===== src/rtl/execute_cc_stage_if.sv =====
// Execute-to-memory bundle for the Y86-64 execute back end.
// The pipeline front end drives the e_* and control signals, and the stage returns CC, e_cnd and the M register.
interface execute_cc_stage_if #(parameter int WIDTH = 64);
  logic             e_valid;
  logic [3:0]       e_icode;
  logic [3:0]       e_ifun;
  logic [WIDTH-1:0] e_alu_result;
  logic             e_alu_overflow;
  logic [WIDTH-1:0] e_valA;
  logic [3:0]       e_dstE;
  logic [3:0]       e_dstM;
  logic             cc_inhibit;
  logic             m_stall;
  logic             m_bubble;
  logic             zf;
  logic             sf;
  logic             of;
  logic             e_cnd;
  logic             m_valid;
  logic [3:0]       m_icode;
  logic             m_cnd;
  logic [WIDTH-1:0] m_valE;
  logic [WIDTH-1:0] m_valA;
  logic [3:0]       m_dstE;
  logic [3:0]       m_dstM;

  modport master (
    output e_valid, e_icode, e_ifun, e_alu_result, e_alu_overflow, e_valA,
           e_dstE, e_dstM, cc_inhibit, m_stall, m_bubble,
    input  zf, sf, of, e_cnd, m_valid, m_icode, m_cnd, m_valE, m_valA,
           m_dstE, m_dstM
  );

  modport slave (
    input  e_valid, e_icode, e_ifun, e_alu_result, e_alu_overflow, e_valA,
           e_dstE, e_dstM, cc_inhibit, m_stall, m_bubble,
    output zf, sf, of, e_cnd, m_valid, m_icode, m_cnd, m_valE, m_valA,
           m_dstE, m_dstM
  );
endinterface


===== src/rtl/execute_cc_stage.sv =====
// Y86-64 execute back end: condition codes, branch/cmov condition, dstE squash
// and the E->M pipeline register with stall/bubble control.
module execute_cc_stage #(
  parameter int         WIDTH = 64,
  parameter logic [3:0] RNONE = 4'hF
) (
  input  logic             clk,
  input  logic             rst,
  execute_cc_stage_if.slave bus
);
  localparam logic [3:0] I_NOP  = 4'h1;
  localparam logic [3:0] I_CMOV = 4'h2;
  localparam logic [3:0] I_OPQ  = 4'h6;
  localparam logic [3:0] I_JXX  = 4'h7;

  logic             r_zf;
  logic             r_sf;
  logic             r_of;
  logic             r_valid;
  logic [3:0]       r_icode;
  logic             r_cnd;
  logic [WIDTH-1:0] r_valE;
  logic [WIDTH-1:0] r_valA;
  logic [3:0]       r_dstE;
  logic [3:0]       r_dstM;

  logic             w_lt;
  logic             w_cond;
  logic             w_cnd;
  logic             w_setCc;
  logic [3:0]       w_dstE;

  // Condition uses the CC as registered; an OPq in this same cycle is not bypassed.
  always_comb begin
    w_lt   = r_sf ^ r_of;
    w_cond = 1'b0;
    case (bus.e_ifun)
      4'd0:    w_cond = 1'b1;
      4'd1:    w_cond = w_lt | r_zf;
      4'd2:    w_cond = w_lt;
      4'd3:    w_cond = r_zf;
      4'd4:    w_cond = ~r_zf;
      4'd5:    w_cond = ~w_lt;
      4'd6:    w_cond = ~w_lt & ~r_zf;
      default: w_cond = 1'b0;
    endcase
  end

  assign w_cnd   = ((bus.e_icode == I_CMOV) || (bus.e_icode == I_JXX)) ? w_cond : 1'b0;
  assign w_dstE  = ((bus.e_icode == I_CMOV) && !w_cnd) ? RNONE : bus.e_dstE;
  assign w_setCc = bus.e_valid && (bus.e_icode == I_OPQ) && !bus.cc_inhibit && !bus.m_stall;

  // CC write ignores m_bubble: a bubbled OPq still leaves its flags behind.
  always_ff @(posedge clk or posedge rst) begin
    if (rst) begin
      r_zf <= 1'b1;
      r_sf <= 1'b0;
      r_of <= 1'b0;
    end else if (w_setCc) begin
      r_zf <= (bus.e_alu_result == '0);
      r_sf <= bus.e_alu_result[WIDTH-1];
      r_of <= bus.e_alu_overflow;
    end
  end

  always_ff @(posedge clk or posedge rst) begin
    if (rst) begin
      r_valid <= 1'b0;
      r_icode <= I_NOP;
      r_cnd   <= 1'b0;
      r_valE  <= '0;
      r_valA  <= '0;
      r_dstE  <= RNONE;
      r_dstM  <= RNONE;
    end else if (bus.m_stall) begin
      r_valid <= r_valid;
    end else if (bus.m_bubble) begin
      r_valid <= 1'b0;
      r_icode <= I_NOP;
      r_cnd   <= 1'b0;
      r_valE  <= '0;
      r_valA  <= '0;
      r_dstE  <= RNONE;
      r_dstM  <= RNONE;
    end else begin
      r_valid <= bus.e_valid;
      r_icode <= bus.e_icode;
      r_cnd   <= w_cnd;
      r_valE  <= bus.e_alu_result;
      r_valA  <= bus.e_valA;
      r_dstE  <= w_dstE;
      r_dstM  <= bus.e_dstM;
    end
  end

  assign bus.zf      = r_zf;
  assign bus.sf      = r_sf;
  assign bus.of      = r_of;
  assign bus.e_cnd   = w_cnd;
  assign bus.m_valid = r_valid;
  assign bus.m_icode = r_icode;
  assign bus.m_cnd   = r_cnd;
  assign bus.m_valE  = r_valE;
  assign bus.m_valA  = r_valA;
  assign bus.m_dstE  = r_dstE;
  assign bus.m_dstM  = r_dstM;
endmodule

===== src/flat_wrapper.sv =====
// flat-port wrapper written by rule: the top's interface ports become plain ports
module execute_cc_stage_flat 
#(
  parameter int         WIDTH = 64,
  parameter logic [3:0] RNONE = 4'hF
)
  (clk, rst, bus_e_valid, bus_e_icode, bus_e_ifun, bus_e_alu_result, bus_e_alu_overflow, bus_e_valA, bus_e_dstE, bus_e_dstM, bus_cc_inhibit, bus_m_stall, bus_m_bubble, bus_zf, bus_sf, bus_of, bus_e_cnd, bus_m_valid, bus_m_icode, bus_m_cnd, bus_m_valE, bus_m_valA, bus_m_dstE, bus_m_dstM);
  execute_cc_stage_if #(.WIDTH(WIDTH)) bus_i ();
  input  logic clk;
  input  logic rst;
  input wire logic [$bits(bus_i.e_valid)-1:0] bus_e_valid;
  input wire logic [$bits(bus_i.e_icode)-1:0] bus_e_icode;
  input wire logic [$bits(bus_i.e_ifun)-1:0] bus_e_ifun;
  input wire logic [$bits(bus_i.e_alu_result)-1:0] bus_e_alu_result;
  input wire logic [$bits(bus_i.e_alu_overflow)-1:0] bus_e_alu_overflow;
  input wire logic [$bits(bus_i.e_valA)-1:0] bus_e_valA;
  input wire logic [$bits(bus_i.e_dstE)-1:0] bus_e_dstE;
  input wire logic [$bits(bus_i.e_dstM)-1:0] bus_e_dstM;
  input wire logic [$bits(bus_i.cc_inhibit)-1:0] bus_cc_inhibit;
  input wire logic [$bits(bus_i.m_stall)-1:0] bus_m_stall;
  input wire logic [$bits(bus_i.m_bubble)-1:0] bus_m_bubble;
  output wire logic [$bits(bus_i.zf)-1:0] bus_zf;
  output wire logic [$bits(bus_i.sf)-1:0] bus_sf;
  output wire logic [$bits(bus_i.of)-1:0] bus_of;
  output wire logic [$bits(bus_i.e_cnd)-1:0] bus_e_cnd;
  output wire logic [$bits(bus_i.m_valid)-1:0] bus_m_valid;
  output wire logic [$bits(bus_i.m_icode)-1:0] bus_m_icode;
  output wire logic [$bits(bus_i.m_cnd)-1:0] bus_m_cnd;
  output wire logic [$bits(bus_i.m_valE)-1:0] bus_m_valE;
  output wire logic [$bits(bus_i.m_valA)-1:0] bus_m_valA;
  output wire logic [$bits(bus_i.m_dstE)-1:0] bus_m_dstE;
  output wire logic [$bits(bus_i.m_dstM)-1:0] bus_m_dstM;
  assign bus_i.e_valid = bus_e_valid;
  assign bus_i.e_icode = bus_e_icode;
  assign bus_i.e_ifun = bus_e_ifun;
  assign bus_i.e_alu_result = bus_e_alu_result;
  assign bus_i.e_alu_overflow = bus_e_alu_overflow;
  assign bus_i.e_valA = bus_e_valA;
  assign bus_i.e_dstE = bus_e_dstE;
  assign bus_i.e_dstM = bus_e_dstM;
  assign bus_i.cc_inhibit = bus_cc_inhibit;
  assign bus_i.m_stall = bus_m_stall;
  assign bus_i.m_bubble = bus_m_bubble;
  assign bus_zf = bus_i.zf;
  assign bus_sf = bus_i.sf;
  assign bus_of = bus_i.of;
  assign bus_e_cnd = bus_i.e_cnd;
  assign bus_m_valid = bus_i.m_valid;
  assign bus_m_icode = bus_i.m_icode;
  assign bus_m_cnd = bus_i.m_cnd;
  assign bus_m_valE = bus_i.m_valE;
  assign bus_m_valA = bus_i.m_valA;
  assign bus_m_dstE = bus_i.m_dstE;
  assign bus_m_dstM = bus_i.m_dstM;
  execute_cc_stage #(.WIDTH(WIDTH), .RNONE(RNONE)) u_core (.clk(clk), .rst(rst), .bus(bus_i));
endmodule

===== config.mk =====
export PLATFORM = sky130hd
export DESIGN_NAME = execute_cc_stage_flat
export DESIGN_NICKNAME = d
export VERILOG_FILES = /design/src/rtl/execute_cc_stage_if.sv /design/src/rtl/execute_cc_stage.sv /design/src/flat_wrapper.sv
export SDC_FILE = /design/constraint.sdc
export NUM_CORES = 1
export LEC_CHECK = 0
export ABC_CLOCK_PERIOD_IN_PS = 12700
export BUFFER_PORTS_ARGS = -buffer_cell sky130_fd_sc_hd__buf_2
export CAP_MARGIN = 15
export CORE_AREA = 2 2 114 116
export CTS_BUF_LIST = sky130_fd_sc_hd__clkbuf_2
export DETAILED_ROUTE_END_ITERATION = 6
export DIE_AREA = 0 0 116 118
export GPL_TIMING_DRIVEN = 0
export PLACE_DENSITY = 0.78
export SLEW_MARGIN = 25
export SYNTH_ARGS = -nofsm -noshare
export SYNTH_HDL_FRONTEND = slang
export SYNTH_SLANG_ARGS = --single-unit

===== constraint.sdc =====
create_clock -name clk -period 12.7 [get_ports clk]
set_clock_uncertainty 0.1 [all_clocks]
set_input_delay 1.905 -clock clk [delete_from_list [all_inputs] [get_ports clk]]
set_output_delay 1.905 -clock clk [all_outputs]
set_load 0.02 [all_outputs]

==> results.cfg, run 1 <==
[global_route]
grt_first_pass_wirelength_um = 25100
grt_max_degree = 91
grt_pass1_vias = 4803
grtUsageTotal_pct = 24.0
antenna_found_initial = 1
grt.overflow.total = 0

[power]
total_power_mw = 0.951
leakagePower_nw = 3.97
pwr_density_cell_nw_per_um2 = 130
peakVddDrop_uv = 65.9

[synthesis]
syn_nets = 534
ys_warn_count = 0
synth_compound_area_share_pct = 23.5
synthAdderAreaFrac_pct = 0
synthXorXnorAreaFrac_pct = 0.327
syn_area_um2 = 5360
synth_cells = 383
syn_area_per_cell_um2 = 14.0
synth-simple-area-share_pct = 5.20
ys_seq_area_share_pct = 67.9
ys_types = 26
ys_ff_latch = 145
synth_top_family_by_area = compound AO/OA/AOI/OAI gates
synthMuxAreaShare_pct = 0.420

[outcome]
status = completed

[final_layout]
nNetsFinal = 848
fin_area_um2 = 7290
final_util_pct = 58.7
fillers = 1088
layout-drive-gt1-share_pct = 49.4
area_growth_pct = 36.0

[timing]
min_period_over_period_pct = 40.3
fmax_ghz = 0.195
final-setup-viol-count = 0
hold_violations = 0
drv_slew = 0
maxSlewHeadroom_pct = 58.7
rsz0062_at_grt = false
finalSetupTns_ns = 0
tightest_slew_ns = 0.619
finalCriticalPeriod_ns = 5.12

[setup_path]
cp-end-kind = primary output
crit_buf_inv = 2
cp_cell_sequence = buf_2, xor2_1, a2111oi_2, o21ai_1, nor2_1, buf_2
slowest_stage = a2111oi_2
cp.arrival_ns = 3.12
critPathKind = in2out
required_ns = 10.69
critical_path.max_stage_delay_ns = 0.33
crit_path_frequent_cell = buf_2
path_max_fanout = 4
path_delay_family = compound AO/OA/AOI/OAI gates
startpoint_type = primary input

[floorplanning]
dieArea_um2 = 13700
ios = 297
die_y_um = 118
dieWidth_um = 116
coreArea_um2 = 12400
fp-row-count = 41
initial_core_util_pct = 43.2

[route]
wirelength_um = 16500
drtAntennaViolNets = 0
dr_wl_met3_um = 1130
drt_iter0_markers = 194
drt-met1-wl_um = 6590
viasPerCell = 5.34
route.detailed.drc = 0
wire_per_inst_um = 18.8
vias = 4695
top_layer = met4
route.met2.wl_um = 8400
drtPass1Iterations = 4

[clocking]
cts_htree_levels = 4
numCtsBuffers = 17
cts_resized = 0
clock_sinks = 145
hold_buffers = 0
clk_latency_ns = 0.66
clock_path_buffers = 2
postCtsSetupBuffers = 0
cts_tree = built
clk_pin_slew_ns = 0.18
clockRootBuffer = clkbuf_2

[place]
post_dp_cell_area_um2 = 7080
place_congestion = 0.884
io_buffers = 294
dpl.hpwl_um = 12700

[job]
max_cap_violations = 0

[min_path]
hp-class = reg2reg
Yosys cell counts:
cell | count | area share (%)
o21ai_2 | 1 | 0.16
nor3_1 | 2 | 0.19
o21ai_1 | 2 | 0.19
dfrtp_1 | 135 | 63
nor2_1 | 12 | 0.84
or4_1 | 1 | 0.14
a2111oi_2 | 1 | 0.28
nand2b_1 | 2 | 0.23
nor2_2 | 1 | 0.12
a21oi_1 | 6 | 0.56
dfstp_2 | 10 | 4.9
xor2_1 | 2 | 0.33
mux2_2 | 2 | 0.42
o31ai_1 | 1 | 0.14
nor4_1 | 15 | 1.8
nand2_1 | 6 | 0.42
clkbuf_1 | 23 | 1.6
o21ai_0 | 5 | 0.47
a22o_1 | 132 | 22
buf_2 | 9 | 0.84
nor4_2 | 1 | 0.23
nand4_1 | 5 | 0.58
a22o_2 | 1 | 0.19
inv_1 | 2 | 0.14
nor2b_1 | 5 | 0.58
or2_2 | 1 | 0.12
per-layer routing:
layer / up-vias / GRT usage (%)
met5: - / 0
met3: 32 / 5.66
met1: 2338 / 29.9
li1: 2105 / -
met4: 0 / 9.97
met2: 220 / 39.9
cells by family (layout without fill, tap and decap cells):
group           after synthesis  after routing
other cells                   0              1
simple gates                 51             51
flops                       145            145
buf+inv                      34            358
xor+xnor                      2              2
compound gates              149            149
mux                           2              2
sequential cells by signal (all words and copies together), names as in the netlist:
signal,flops
u_core.bus.m_icode,4
u_core.bus.m_cnd,1
u_core.bus.sf,1
u_core.bus.zf,1
u_core.bus.m_valE,64
u_core.bus.m_dstM,4
u_core.bus.m_dstE,4
u_core.bus.m_valA,64
u_core.bus.m_valid,1
u_core.bus.of,1
cell usage in the layout (no fill, tap or decap), drive strengths merged:
cell type	synthesis	layout
dfstp	10	10
nand4	5	5
nor2	13	13
nor2b	5	5
a22o	133	133
o21ai	8	8
nor4	16	16
nand2	6	6
o31ai	1	1
buf	9	304
clkinvlp	0	4
nor3	2	2
inv	2	3
a2111oi	1	1
a21oi	6	6
or4	1	1
mux2	2	2
diode	0	1
bufinv	0	2
xor2	2	2
or2	1	1
dfrtp	135	135
clkbuf	23	40
clkinv	0	5
nand2b	2	2
worst paths after layout:
check	start	to	slack (ns)	cells after the start
worst max-delay path	bus_e_icode[0]	bus_e_cnd	7.58	6
worst min-delay path	u_core.bus.m_dstM[0]	u_core.bus.m_dstM[0]	0.40	2
worst max register to register	u_core.bus.zf	u_core.bus.m_cnd	11.01	5
worst min register to register	u_core.bus.m_dstM[0]	u_core.bus.m_dstM[0]	0.40	2
max in group asynchronous	rst	u_core.bus.m_dstM[2]	10.55	3
min in group asynchronous	rst	u_core.bus.m_valA[35]	1.17	2
worst min-delay path, delay by kind of cell, from the launching register on:
kind / cells / cell delay (ns)
DFF: 1 / 0.41
AOI/OAI and AO/OA: 1 / 0.07
and+or+nand+nor: 1 / 0.05
power by group:
group / switching, mW / internal [mW]
Sequential: 0.0203 / 0.499
Clock: 0.162 / 0.0843
Combinational: 0.113 / 0.0728
Total: 0.295 / 0.656
per-stage QoR:
stage	setup slack (ns)	cells	hold slack [ns]
floorplan	6.82	383	0.413
global placement	5.59	849	0.375
detailed placement	7.61	850	0.378
CTS	7.60	879	0.402
global route	7.44	880	0.443
finish	7.58	880	0.398
area by class of cell:
cell class | instances | area, µm² | area share, %
multi-input cells | 204 | 1580 | 21.7
repair buffers | 295 | 1500 | 20.6
well taps | 172 | 215 | 2.95
plain buffers | 32 | 131 | 1.80
clock buffers | 17 | 85.1 | 1.17
flip-flops and latches | 145 | 3640 | 49.9
diodes | 1 | 2.50 | 0.0343
clock inverters | 12 | 120 | 1.65
inverters | 2 | 15.0 | 0.206
No activity file was read; power rests on OpenSTA's default activity.
==> run 2, diff against run 1 <==
ABC_AREA = 1   (was unset)
ABC_CLOCK_PERIOD_IN_PS = 4600   (was 12700)
CORE_AREA = unset   (was 2 2 114 116)
CORE_MARGIN = 2   (was unset)
CORE_UTILIZATION = 42   (was unset)
DIE_AREA = unset   (was 0 0 116 118)
clock period = 4.6 ns   (was 12.7 ns; I/O delays follow)
==> results.cfg, run 2 <==
[timing]
finalSetupTns_ns = 0
rsz0062_at_grt = false
fmax_ghz = 0.374
hold_violations = 0
finalCriticalPeriod_ns = 2.68
tightest_slew_ns = 0.639
final-setup-viol-count = 0
min_period_over_period_pct = 58.2
maxSlewHeadroom_pct = 57.3
drv_slew = 0
layout_setup_ws_ns = 1.92

[synthesis]
synthXorXnorAreaFrac_pct = 0
syn_nets = 682
syn_area_um2 = 5660
synthMuxAreaShare_pct = 0.199
ys_seq_area_share_pct = 64.4
netlist.area_leader.share_pct = 59.7
synthArstFlopShare_pct = 100
ys_warn_count = 0
synthAdderAreaFrac_pct = 0
synth_edf_count = 0
synth-simple-area-share_pct = 10.0
yosysMostFrequentCell = dfrtp_1
syn_area_per_cell_um2 = 10.7
synth_compound_area_share_pct = 17.6
synth_top_area_cell = dfrtp_1
synth_top_family_by_area = compound AO/OA/AOI/OAI gates
synthTopCellsByArea = dfrtp_1 (60%), a22o_1 (11%), nand2_1 (5.8%), inv_1 (5.0%), o21ai_1 (4.9%)
ys_types = 23
synth_cells = 531
synth_flop_cell = dfrtp_1
ys_ff_latch = 145
synthTopCellsByCount = dfrtp_1 (135), nand2_1 (88), inv_1 (75), a22o_1 (68), o21ai_1 (55)

[power]
peakVddDrop_uv = 186
pwr_density_cell_nw_per_um2 = 351
power_frac_seq_pct = 52.9
swShare_pct = 30.7
leakagePower_nw = 4.38
power_frac_comb_pct = 19.0
p_int_mw = 1.87
pwr-share-clk_pct = 28.1
p_sw_mw = 0.831

[floorplanning]
dieWidth_um = 120
initial_core_util_pct = 42.9
die_y_um = 120
dieArea_um2 = 14400
ios = 297
coreArea_um2 = 13200
fp-row-count = 42

[global_route]
grtUsageTotal_pct = 22.4
antenna_found_initial = 0
grt_max_degree = 33
grt.overflow.total = 0
grt_pass1_vias = 4840
grt_first_pass_wirelength_um = 24900

[setup_path]
critical_path.max_stage_delay_ns = 0.61
critPathKind = reg2out
reg2reg_slack_ns = 3.19
cp.depth = 9
ff2ff_path_depth = 9
cp.arrival_ns = 1.89
path_max_fanout = 5
cp_cell_sequence = inv_1, nand3_1, nand2_1, inv_1, nand2_1, nor2_1, nand2_1, inv_1, buf_2
r2r_start = u_core.bus.zf
crit_buf_inv = 4
path_delay_family = flip-flops
slowest_stage = dfstp_2
cp-end-kind = primary output
timing.rr.end = u_core.bus.m_dstE[1]
startpoint_type = flip-flop
required_ns = 3.81

[route]
drtPass1Iterations = 4
top_layer = met4
wirelength_um = 15800
vias = 4998
drt_iter0_markers = 291
drt-met1-wl_um = 6590
route.met2.wl_um = 7720
viasPerCell = 4.81
drtAntennaViolNets = 0
wire_per_inst_um = 15.2
route.detailed.drc = 0
dr_wl_met3_um = 1200

[job]
max_cap_violations = 0

[final_layout]
num_antenna_cells = 0
layout-drive-gt1-share_pct = 41.8
final_util_pct = 58.4
instances_no_fill = 1039
layout_common_cells = buf_2 (306), dfrtp_1 (135), nand2_1 (88), inv_1 (74), a22o_1 (68)
area_growth_pct = 36.2
nNetsFinal = 1002
fin_area_um2 = 7710
fillers = 1207
final_common_cell = buf_2

[clocking]
clk_pin_slew_ns = 0.22
cts_tree = built
hold_buffers = 2
clock_sinks = 145
clk_latency_ns = 0.67
clockRootBuffer = clkbuf_2
cts_resized = 0
cts_htree_levels = 4
clock_path_buffers = 2
postCtsSetupBuffers = 0
numCtsBuffers = 17

[place]
place_congestion = 0.799
post_dp_cell_area_um2 = 7440
dpl.hpwl_um = 12100
pre_cts_slack_ns = 2.20
dpl.cell_count = 1006
io_buffers = 295

[min_path]
min_path_cells = 2
hp-start = bus_e_valA[60]
hp-class = in2reg
hold_path_end = u_core.bus.m_valA[60]

[outcome]
status = completed
[run 2: layout make-up]
cell class | count | area [µm²] | area share (%)
Tap cell | 176 | 220 | 2.86
Clock inverter | 14 | 164 | 2.13
Timing Repair Buffer | 301 | 1580 | 20.5
Multi-Input combinational cell | 279 | 1570 | 20.4
Buffer | 30 | 156 | 2.03
Clock buffer | 17 | 85.1 | 1.10
Inverter | 77 | 293 | 3.80
Sequential cell | 145 | 3640 | 47.2
[run 2: layer usage]
metal	GRT usage (%)	vias to the layer above
li1	-	2412
met1	28.4	2355
met2	36.5	209
met3	6.32	22
met4	8.24	0
met5	0	-
[run 2: power by group through the flow]
stage                     clock network, mW  registers [mW]  logic (mW)
after floorplan                           0            1.58       0.161
after global placement                    0            1.45       0.502
after detailed placement                  0            1.45       0.517
after CTS                             0.792            1.43       0.519
after global routing                  0.846            1.44       0.559
final                                 0.760            1.43       0.513
[run 2: worst reg2reg max path: stages, from the launching register on]
cell and delay (ns):
dfstp_2 0.61, inv_1 0.05, nand3_1 0.05, nand2_1 0.05, inv_1 0.04, nand2_1 0.04, nor2_1 0.08, nand2_1 0.08
nand2_1 0.17, a21oi_1 0.09
[run 2: worst max-delay path by stage]
stage                             to            from  slack, ns
2_1_floorplan       u_core.bus.m_cnd             rst       2.00
3_3_place_gp   u_core.bus.m_valE[51]             rst       1.13
3_5_place_dp               bus_e_cnd  bus_e_icode[0]       2.20
4_1_cts                    bus_e_cnd   u_core.bus.zf       1.80
5_1_grt                    bus_e_cnd   u_core.bus.zf       1.68
6_report                   bus_e_cnd   u_core.bus.zf       1.92
[run 2: stage by stage]
stage | power [mW] | hold slack [ns]
6_report | 2.70 | 0.102
5_1_grt | 2.85 | 0.00225
4_1_cts | 2.74 | 0.00225
3_5_place_dp | 1.97 | 0.367
3_3_place_gp | 1.95 | 0.363
2_1_floorplan | 1.74 | 0.417
[run 2: cells by family after synthesis]
logic type / count (synthesis)
DFF: 145
muxes: 1
AOI/OAI and AO/OA: 144
buffers and inverters: 107
and+or+nand+nor: 134
